==> src/rtl/vga_timing_gen.sv <==
// vga_timing_gen: 640x480@60 raster timing from the 25 MHz pixel clock.
// Free-running column/row counters, combinational coordinate and strobe
// decodes, and active-low hs/vs registered once and then delayed SYNC_DLY
// more cycles so sync lines up with the renderer's registered RGB.
// Both totals must be <= 1024 so the 10-bit counters can hold them.
module vga_timing_gen #(
   parameter int H_VISIBLE = 640,
   parameter int H_FP      = 16,
   parameter int H_SYNC    = 96,
   parameter int H_BP      = 48,
   parameter int V_VISIBLE = 480,
   parameter int V_FP      = 10,
   parameter int V_SYNC    = 2,
   parameter int V_BP      = 33,
   parameter int SYNC_DLY  = 1
) (
   input  logic       vga_clk,
   input  logic       reset_n,
   output logic [9:0] DrawX,
   output logic [9:0] DrawY,
   output logic       blank,
   output logic       hs,
   output logic       vs,
   output logic       line_start,
   output logic       frame_start
);

   localparam int H_TOTAL = H_VISIBLE + H_FP + H_SYNC + H_BP;
   localparam int V_TOTAL = V_VISIBLE + V_FP + V_SYNC + V_BP;

   localparam logic [9:0]  H_LAST   = 10'(H_TOTAL - 1);
   localparam logic [9:0]  V_LAST   = 10'(V_TOTAL - 1);
   localparam logic [9:0]  H_VIS_W  = 10'(H_VISIBLE);
   localparam logic [9:0]  V_VIS_W  = 10'(V_VISIBLE);
   // Sync window bounds can reach 1024, so compare on 11 bits.
   localparam logic [10:0] HS_BEGIN = 11'(H_VISIBLE + H_FP);
   localparam logic [10:0] HS_END   = 11'(H_VISIBLE + H_FP + H_SYNC);
   localparam logic [10:0] VS_BEGIN = 11'(V_VISIBLE + V_FP);
   localparam logic [10:0] VS_END   = 11'(V_VISIBLE + V_FP + V_SYNC);

   logic [9:0]        hc_q, hc_d;
   logic [9:0]        vc_q, vc_d;
   // Bit 0 is the raw sync register; bits 1..SYNC_DLY are the delay stages.
   logic [SYNC_DLY:0] hs_pipe_q, hs_pipe_d;
   logic [SYNC_DLY:0] vs_pipe_q, vs_pipe_d;

   // Next-state for the column/row counters: wrap only at the totals.
   always_comb begin
      hc_d = hc_q + 10'd1;
      vc_d = vc_q;
      if (hc_q == H_LAST) begin
         hc_d = '0;
         vc_d = (vc_q == V_LAST) ? '0 : vc_q + 10'd1;
      end
   end

   // Next-state for the sync pipelines: raw decode of the current counters
   // enters stage 0, every later stage takes its predecessor.
   always_comb begin
      hs_pipe_d    = hs_pipe_q;
      vs_pipe_d    = vs_pipe_q;
      hs_pipe_d[0] = ~(({1'b0, hc_q} >= HS_BEGIN) && ({1'b0, hc_q} < HS_END));
      vs_pipe_d[0] = ~(({1'b0, vc_q} >= VS_BEGIN) && ({1'b0, vc_q} < VS_END));
      for (int i = 1; i <= SYNC_DLY; i++) begin
         hs_pipe_d[i] = hs_pipe_q[i-1];
         vs_pipe_d[i] = vs_pipe_q[i-1];
      end
   end

   // Counter state; reset parks the raster at the top-left pixel.
   always_ff @(posedge vga_clk or negedge reset_n) begin
      if (!reset_n) begin
         hc_q <= '0;
         vc_q <= '0;
      end else begin
         hc_q <= hc_d;
         vc_q <= vc_d;
      end
   end

   // Sync state; every stage resets to the inactive (high) level.
   always_ff @(posedge vga_clk or negedge reset_n) begin
      if (!reset_n) begin
         hs_pipe_q <= '1;
         vs_pipe_q <= '1;
      end else begin
         hs_pipe_q <= hs_pipe_d;
         vs_pipe_q <= vs_pipe_d;
      end
   end

   // Coordinates and strobes are pure decodes of the counters so renderers
   // see them on the same edge they change; consumers gate with blank.
   assign DrawX       = hc_q;
   assign DrawY       = vc_q;
   assign blank       = (hc_q < H_VIS_W) && (vc_q < V_VIS_W);
   assign line_start  = (hc_q == '0);
   assign frame_start = (hc_q == '0) && (vc_q == '0);
   assign hs          = hs_pipe_q[SYNC_DLY];
   assign vs          = vs_pipe_q[SYNC_DLY];

endmodule

==> config.mk <==
export PLATFORM = sky130hd
export DESIGN_NAME = vga_timing_gen
export DESIGN_NICKNAME = d
export VERILOG_FILES = /design/src/rtl/vga_timing_gen.sv
export SDC_FILE = /design/constraint.sdc
export NUM_CORES = 1
export LEC_CHECK = 0
export CAP_MARGIN = 20
export CORE_MARGIN = 8
export CORE_UTILIZATION = 44
export DETAILED_ROUTE_END_ITERATION = 8
export GPL_TIMING_DRIVEN = 1
export PLACE_DENSITY = 0.81
export SLEW_MARGIN = 40
export SYNTH_ARGS = -nofsm -noshare
export SYNTH_HDL_FRONTEND = slang
export SYNTH_SLANG_ARGS = --single-unit
==> constraint.sdc <==
create_clock -name vga_clk -period 1.45 [get_ports vga_clk]
set_input_delay 0.2175 -clock vga_clk [delete_from_list [all_inputs] [get_ports vga_clk]]
set_output_delay 0.2175 -clock vga_clk [all_outputs]
set_load 0.1 [all_outputs]
==> key figures, run 1 <==
Pwr
  – Power per cell area: 452 mW/mm^2
  – Relative contribution of sequential cells to total power: 62.5%
  – Internal: between 800 and 900 uW
  – Clock network fraction of design power: a little over a third
  – Leakage: 0.00106 uW
  – Switching fraction of total power: between 20% and 30%
  – Peak VDD IR: between 0.0006 and 0.0007 V
  – Relative contribution of combinational cells to total power: about 1.7%
  – Switching power: around 240 uW

Finish
  – Most frequent cells in the layout: buf_4, buf_12, buf_6
  – Number of antenna diodes: 0
  – Leading cell type in the layout, fill and taps excluded: buf_4
  – Net total in the final layout: between 150 and 200
  – Core Util, Final: between 80% and 90%
  – Multi-input logic area: around 700 um^2
  – Area overhead of the layout relative to synthesis: 93.8%
  – Fraction of layout cells with a size suffix above 1: around 68%
  – Number of filler cells placed in the layout: between 100 and 150
  – Area taken by flip-flops and latches: roughly 650 um^2

Critical path
  – Worst EP arrival: roughly 2000 ps
  – Category of the most critical setup path: reg -> out
  – Number of cells traversed by the worst register-to-register path: 6
  – Type of element capturing the critical path: primary output
  – Highest net fanout along the worst path: 2
  – Reg2Reg Launch Point: DrawX[7]
  – Worst flop-to-flop path endpoint: DrawY[6]
  – Worst EP required: about 1200 ps
  – Category of the worst setup path launch point: register
  – Worst R2R Setup Slack: -360 ps

STA
  – Final cycle utilization of the critical path: 153%
  – Hold Vio Cnt, Final: 0
  – Setup repair after global routing missed its margin: true
  – Setup violators final: 23
  – Min Tclk post-route: between 2000 and 2500 ps
  – Transition time at the pin with the least slew margin: slightly above 400 ps
  – Clock skew: around 15 ps
  – Max-slew headroom at the worst pin: roughly 70%
  – Worst hold slack: roughly 260 ps
  – Minimum setup slack in the final design: -767 ps
  – Timing-limited maximum frequency: between 400 and 500 MHz
  – Number of max-slew violations in the final report: 0

Global route
  – Wire length of the first global-routing pass: 6400 um
  – Total global-route track usage: roughly 18%
  – Antenna violations before repair: 0
  – Remaining Overflow, GRT: 0
  – Largest net degree at the start of global routing: 25
  – Via count of the first global-routing pass: 1272

Placement
  – # port buffers: 26
  – Last weighted congestion value of the routability-driven placer: between 0.8 and 0.9
  – Post-detailed-placement half-perimeter wirelength: roughly 2800 um

Synthesis
  – Post-synth net total: around 120
  – Post-synth design cell area: 0.00122 mm^2
  – Fraction of synthesized cell area in xor and xnor cells: under 10%
  – Count of mapped cells out of synthesis: between 100 and 150
  – Complex-gate fraction of the synthesized area: a little under 9%
  – Adder and majority gate portion of the synthesized area: 5.12%
  – Post-Synth Simple-Gate Area: 23.8%
  – Number of distinct standard cells referenced by the synthesized netlist: 33
  – Total number of yosys warnings: 0
  – Post-synthesis area per instance: 10.6 um^2
  – Proportion of synthesized chip area in sequential cells: about half
  – Combinational family with the most area after synthesis: simple AND/OR/NAND/NOR gates
  – Share of cell area taken by muxes after synthesis: less than 1%
  – Number of synthesized register bits: 24

Clock network
  – Clock sinks: 24
  – CTS HTree Levels: 1
  – Number of CTS-inserted buffers: 3
  – Worst-skew pair later-pin latency: 340 ps
  – Clock-pin transition on the worst setup and hold timing paths: about 150 ps
  – Root buffer cell: clkbuf_4
  – Post-cts hold buffer count: 0
  – CTS max path bufs: 2
  – CTS tree: yes

Floorplanning
  – Overall die width: between 60 and 70 um
  – Number of core rows: 19
  – I/O pin count: 27
  – Overall die area: 0.00472 mm^2
  – Initial standard-cell utilization of the core: between 40% and 50%
  – Area of the placeable core: around 0.0027 mm^2
  – Vert. Die Dim: around 70 um

Routing
  – Antenna Violating Nets Remaining: 0
  – Violation count after the first detailed-route iteration: between 100 and 150
  – DR vias: about 1200
  – Total wire length: approximately 4700 um
  – Per-cell via count in the routed design: 5.63
  – Count of unresolved DRC violations after routing: 0
  – Drt wl/cell: about 22 um
  – Drt pass-1 iters: 4

Run
  – Max Cap Viol: 0

Run status
  – Result of the run: complete, but fails checks
  – Violations in the final reports: setup timing

Hold path
  – Kind of path behind the tightest hold check: in -> async
## flip-flops by register name, indices dropped and copies added, names as in the netlist
signal and flops:
DrawY 10, vs_pipe_q 2, hs_pipe_q 2, DrawX 10
## what timing repair did
| action | in CTS | in global routing |
|---|---|---|
| setup buffers | 7 | 9 |
| endpoints found under the setup margin | 20 | 22 |
| cloned | 0 | 0 |
| gates resized for setup | 19 | 15 |
| pin swaps | 15 | 8 |
## worst max-delay path by stage
| stage | startpoint | to | slack, ps | cells after the start |
|---|---|---|---|---|
| 2_1_floorplan | DrawX[4] | frame_start | -1630 | 3 |
| 3_3_place_gp | DrawX[4] | frame_start | -380 | 4 |
| 3_5_place_dp | DrawX[7] | DrawY[6] | -490 | 6 |
| 4_1_cts | DrawX[4] | frame_start | -750 | 4 |
| 5_1_grt | DrawX[4] | frame_start | -840 | 4 |
| 6_report | DrawX[4] | frame_start | -770 | 4 |
## cell type report
class | count | share of cell area [%]
clock buffers | 4 | 1.53
flip-flops and latches | 24 | 27.4
well taps | 31 | 1.64
multi-input cells | 82 | 29.6
inverters | 6 | 0.951
repair buffers | 72 | 38.9
## worst max-delay path, stage by stage, from the launching register on
cell	delay, ps
dfrtp_4	500
or4_4	550
nor4_4	180
and4_4	270
buf_12	170
## per-layer routing
layer	vias to the layer above	global-route usage [%]	part of all wire [%]
met2	41	32.3	55
li1	559	-	-
met4	0	5.76	1.9
met3	9	2.75	4.4
met1	624	21.1	39
met5	-	0	0
## synthesized netlist by cell type, drive strengths merged
master  number  area share (%)
o211ai       1            0.61
nor2        10             3.1
a31o         1            0.72
inv          6             1.8
nor2b        3             1.5
xor2         3             2.1
o31ai        1            0.61
nor4         2             1.5
or4          1            0.61
or3          1            0.61
dfrtp       20              41
a21oi        2            0.82
a22oi        1            0.61
buf          3             2.8
mux2         1            0.92
nand4        8             4.1
nand3        8             3.3
o21ai        5             2.0
o21a         2             1.2
and3         7             3.6
xnor2        7             5.0
and2         3             1.5
dfstp        4             8.6
and4         1            0.72
a22o         1            0.72
nor4b        2             1.9
nor3         1            0.41
a21bo        1            0.82
nand2        3            0.92
a21boi       1            0.61
ha           5             5.1
## power groups by stage
stage                     Combinational (uW)  Sequential, uW  Clock [uW]
final                                   18.2             670         383
after global routing                    20.8             670         411
after CTS                               18.1             670         371
after detailed placement                18.1             682           0
after global placement                  17.2             682           0
after floorplan                     0.000262             682           0
## stage by stage
| step | total power (uW) | cell area, um^2 | setup TNS (ps) | std cells | setup slack (ps) |
|---|---|---|---|---|---|
| after global routing | 1100 | 2370 | -7580 | 219 | -839 |
| after detailed placement | 700 | 2090 | -6430 | 202 | -493 |
| after global placement | 700 | 2090 | -4370 | 202 | -379 |
| final | 1070 | 2370 | -6610 | 219 | -767 |
| after CTS | 1060 | 2250 | -4810 | 212 | -749 |
| after floorplan | 682 | 1320 | -7130 | 115 | -1630 |
## cell families after synthesis
family | Yosys count
adders and majority gates | 5
xor gates and xnor gates | 10
DFF | 24
AOI/OAI and AO/OA | 16
buffers and inverters | 9
muxes | 1
and+or+nand+nor | 50
Note: power is estimated with default switching activity, not from simulation.
==> run 2: changes to the inputs <==
GPL_TIMING_DRIVEN = 0   (was 1)
==> key figures, run 2 (synthesized netlist as in run 1, its figures left out) <==
Finish
  – Fraction of layout cells with a size suffix above 1: 52.3%
  – Net total in the final layout: around 160
  – Most frequent cells in the layout: dfrtp_2, clkbuf_4, buf_4
  – Number of antenna diodes: 0
  – Number of filler cells placed in the layout: 221
  – Area overhead of the layout relative to synthesis: 37.3%

Critical path
  – Worst R2R Setup Slack: -310 ps
  – Type of element capturing the critical path: primary output
  – Category of the most critical setup path: reg -> out
  – Category of the worst setup path launch point: register
  – Worst EP required: ~1200 ps
  – Worst EP arrival: a little under 2000 ps
  – Highest net fanout along the worst path: 2

Pwr
  – Leakage: 0.000719 uW
  – Peak VDD IR: 0.000562 V
  – Power per cell area: between 600 and 700 mW/mm^2
  – Sum of internal, switching and leakage power: around 1000 uW

Clock network
  – CTS HTree Levels: 1
  – Worst-skew pair later-pin latency: between 300 and 400 ps
  – CTS max path bufs: 2
  – Clock-pin transition on the worst setup and hold timing paths: approximately 130 ps
  – Clock sinks: 24
  – Number of CTS-inserted buffers: 3
  – CTS tree: yes
  – Root buffer cell: clkbuf_4

Hold path
  – Kind of path behind the tightest hold check: reg -> reg

Run
  – Max Cap Viol: 0

Global route
  – Antenna violations before repair: 0
  – Wire length of the first global-routing pass: 4690 um
  – Largest net degree at the start of global routing: 25
  – Remaining Overflow, GRT: 0
  – Via count of the first global-routing pass: 998
  – Total global-route track usage: 13.0%

STA
  – Clock skew: approximately 2.5 ps
  – Setup repair after global routing missed its margin: true
  – Min Tclk post-route: 2210 ps
  – Transition time at the pin with the least slew margin: 521 ps
  – Minimum setup slack in the final design: -757 ps
  – Number of max-slew violations in the final report: 0
  – Worst hold slack: roughly 360 ps
  – Timing-limited maximum frequency: ~450 MHz
  – Hold Vio Cnt, Final: 0
  – Final cycle utilization of the critical path: 152%
  – Max-slew headroom at the worst pin: ~65%
  – Setup violators final: 18

Floorplanning
  – Number of core rows: 19
  – Overall die area: between 0.004 and 0.005 mm^2
  – I/O pin count: 27
  – Area of the placeable core: 0.00269 mm^2
  – Vert. Die Dim: just under 70 um
  – Overall die width: approximately 70 um
  – Initial standard-cell utilization of the core: between 40% and 50%

Routing
  – DR vias: 986
  – Drt wl/cell: roughly 15 um
  – Antenna Violating Nets Remaining: 0
  – Violation count after the first detailed-route iteration: 28
  – Count of unresolved DRC violations after routing: 0
  – Total wire length: ~2700 um
  – Per-cell via count in the routed design: approximately 5.5
  – Drt pass-1 iters: 4

Placement
  – Post-detailed-placement half-perimeter wirelength: between 1500 and 2000 um
  – # port buffers: 26
  – Last weighted congestion value of the routability-driven placer: about 0.79

Run status
  – Result of the run: complete, but fails checks
  – Violations in the final reports: setup timing
run 2: changes by cell type in the layout (fill, tap and decap cells not counted), moves of 2 or more:
cell      previous run  this run
buf_12              26         3
buf_2                0         2
buf_4               31        12
buf_6               14         5
clkbuf_4             3        13
nor2_1               7         9
nor2_2               2         0
o21ai_1              2         5
o21ai_2              2         0
xnor2_1              5         7
xnor2_2              2         0
run 2: through the flow:
| step | std cells | worst slack, ps | utilization, % | area, um^2 | TNS, ps |
|---|---|---|---|---|---|
| 2_1_floorplan | 115 | -1630 | - | 1320 | -7130 |
| 3_3_place_gp | 172 | -1400 | 60.4 | 1620 | -16640 |
| 3_5_place_dp | 172 | -687 | 55.6 | 1490 | -4440 |
| 5_1_grt | 180 | -814 | 62.5 | 1680 | -7010 |
| 6_report | 180 | -757 | 62.5 | 1680 | -5190 |
| 4_1_cts | 180 | -759 | 61.4 | 1650 | -5330 |
run 2: layout make-up:
| type | count | area, um^2 | share of cell area [%] |
|---|---|---|---|
| plain buffers | 3 | 33.8 | 2.01 |
| clock buffers | 4 | 36.3 | 2.16 |
| flip-flops and latches | 24 | 648 | 38.6 |
| inverters | 6 | 22.5 | 1.34 |
| well taps | 31 | 38.8 | 2.31 |
| multi-input cells | 82 | 631 | 37.6 |
| repair buffers | 30 | 268 | 16.0 |
run 2: repair_timing:
item | 4_1_cts | 5_1_grt
pin swaps | 2 | 1
buffers inserted | 3 | 1
hold buffers | 1 | 0
setup endpoints to repair | 29 | 30
endpoints found under the hold margin | 20 | 0
gates resized for setup | 27 | 11
run 2: power breakdown:
group / total, uW / internal, uW / switching [uW]
registers: 669 / 669 / 0
logic: 15.2 / 2.72 / 12.4
clock network: 360 / 154 / 206
total: 1040 / 826 / 218
run 2: worst max-delay path, cell delays in order (launching register included):
cell	delay, ps
dfrtp_4	500
or4_4	550
nor4_4	170
and4_4	270
buf_12	170
run 2: final timing paths:
kind,startpoint,to,depth (start not counted)
max reg2reg,DrawX[7],DrawY[2],7
min,hs_pipe_q[0],hs_pipe_q[1],0
max in group asynchronous,reset_n,DrawX[5],2
min in group asynchronous,reset_n,DrawX[0],2
min reg2reg,hs_pipe_q[0],hs_pipe_q[1],0
max,DrawX[4],frame_start,4
run 2: layer usage:
layer	global-route usage (%)	vias to the layer above	part of all wire (%)
met1	15.0	487	42
met4	6.77	0	2.3
met2	22.3	18	51
li1	-	476	-
met3	2.75	5	4.2
met5	0	-	0
==> run 3: changes to the inputs <==
CTS_CLUSTER_SIZE = 20   (was unset)
==> results of run 3 <==
The final DEF is identical to that of run 2; final timing and power are the same.
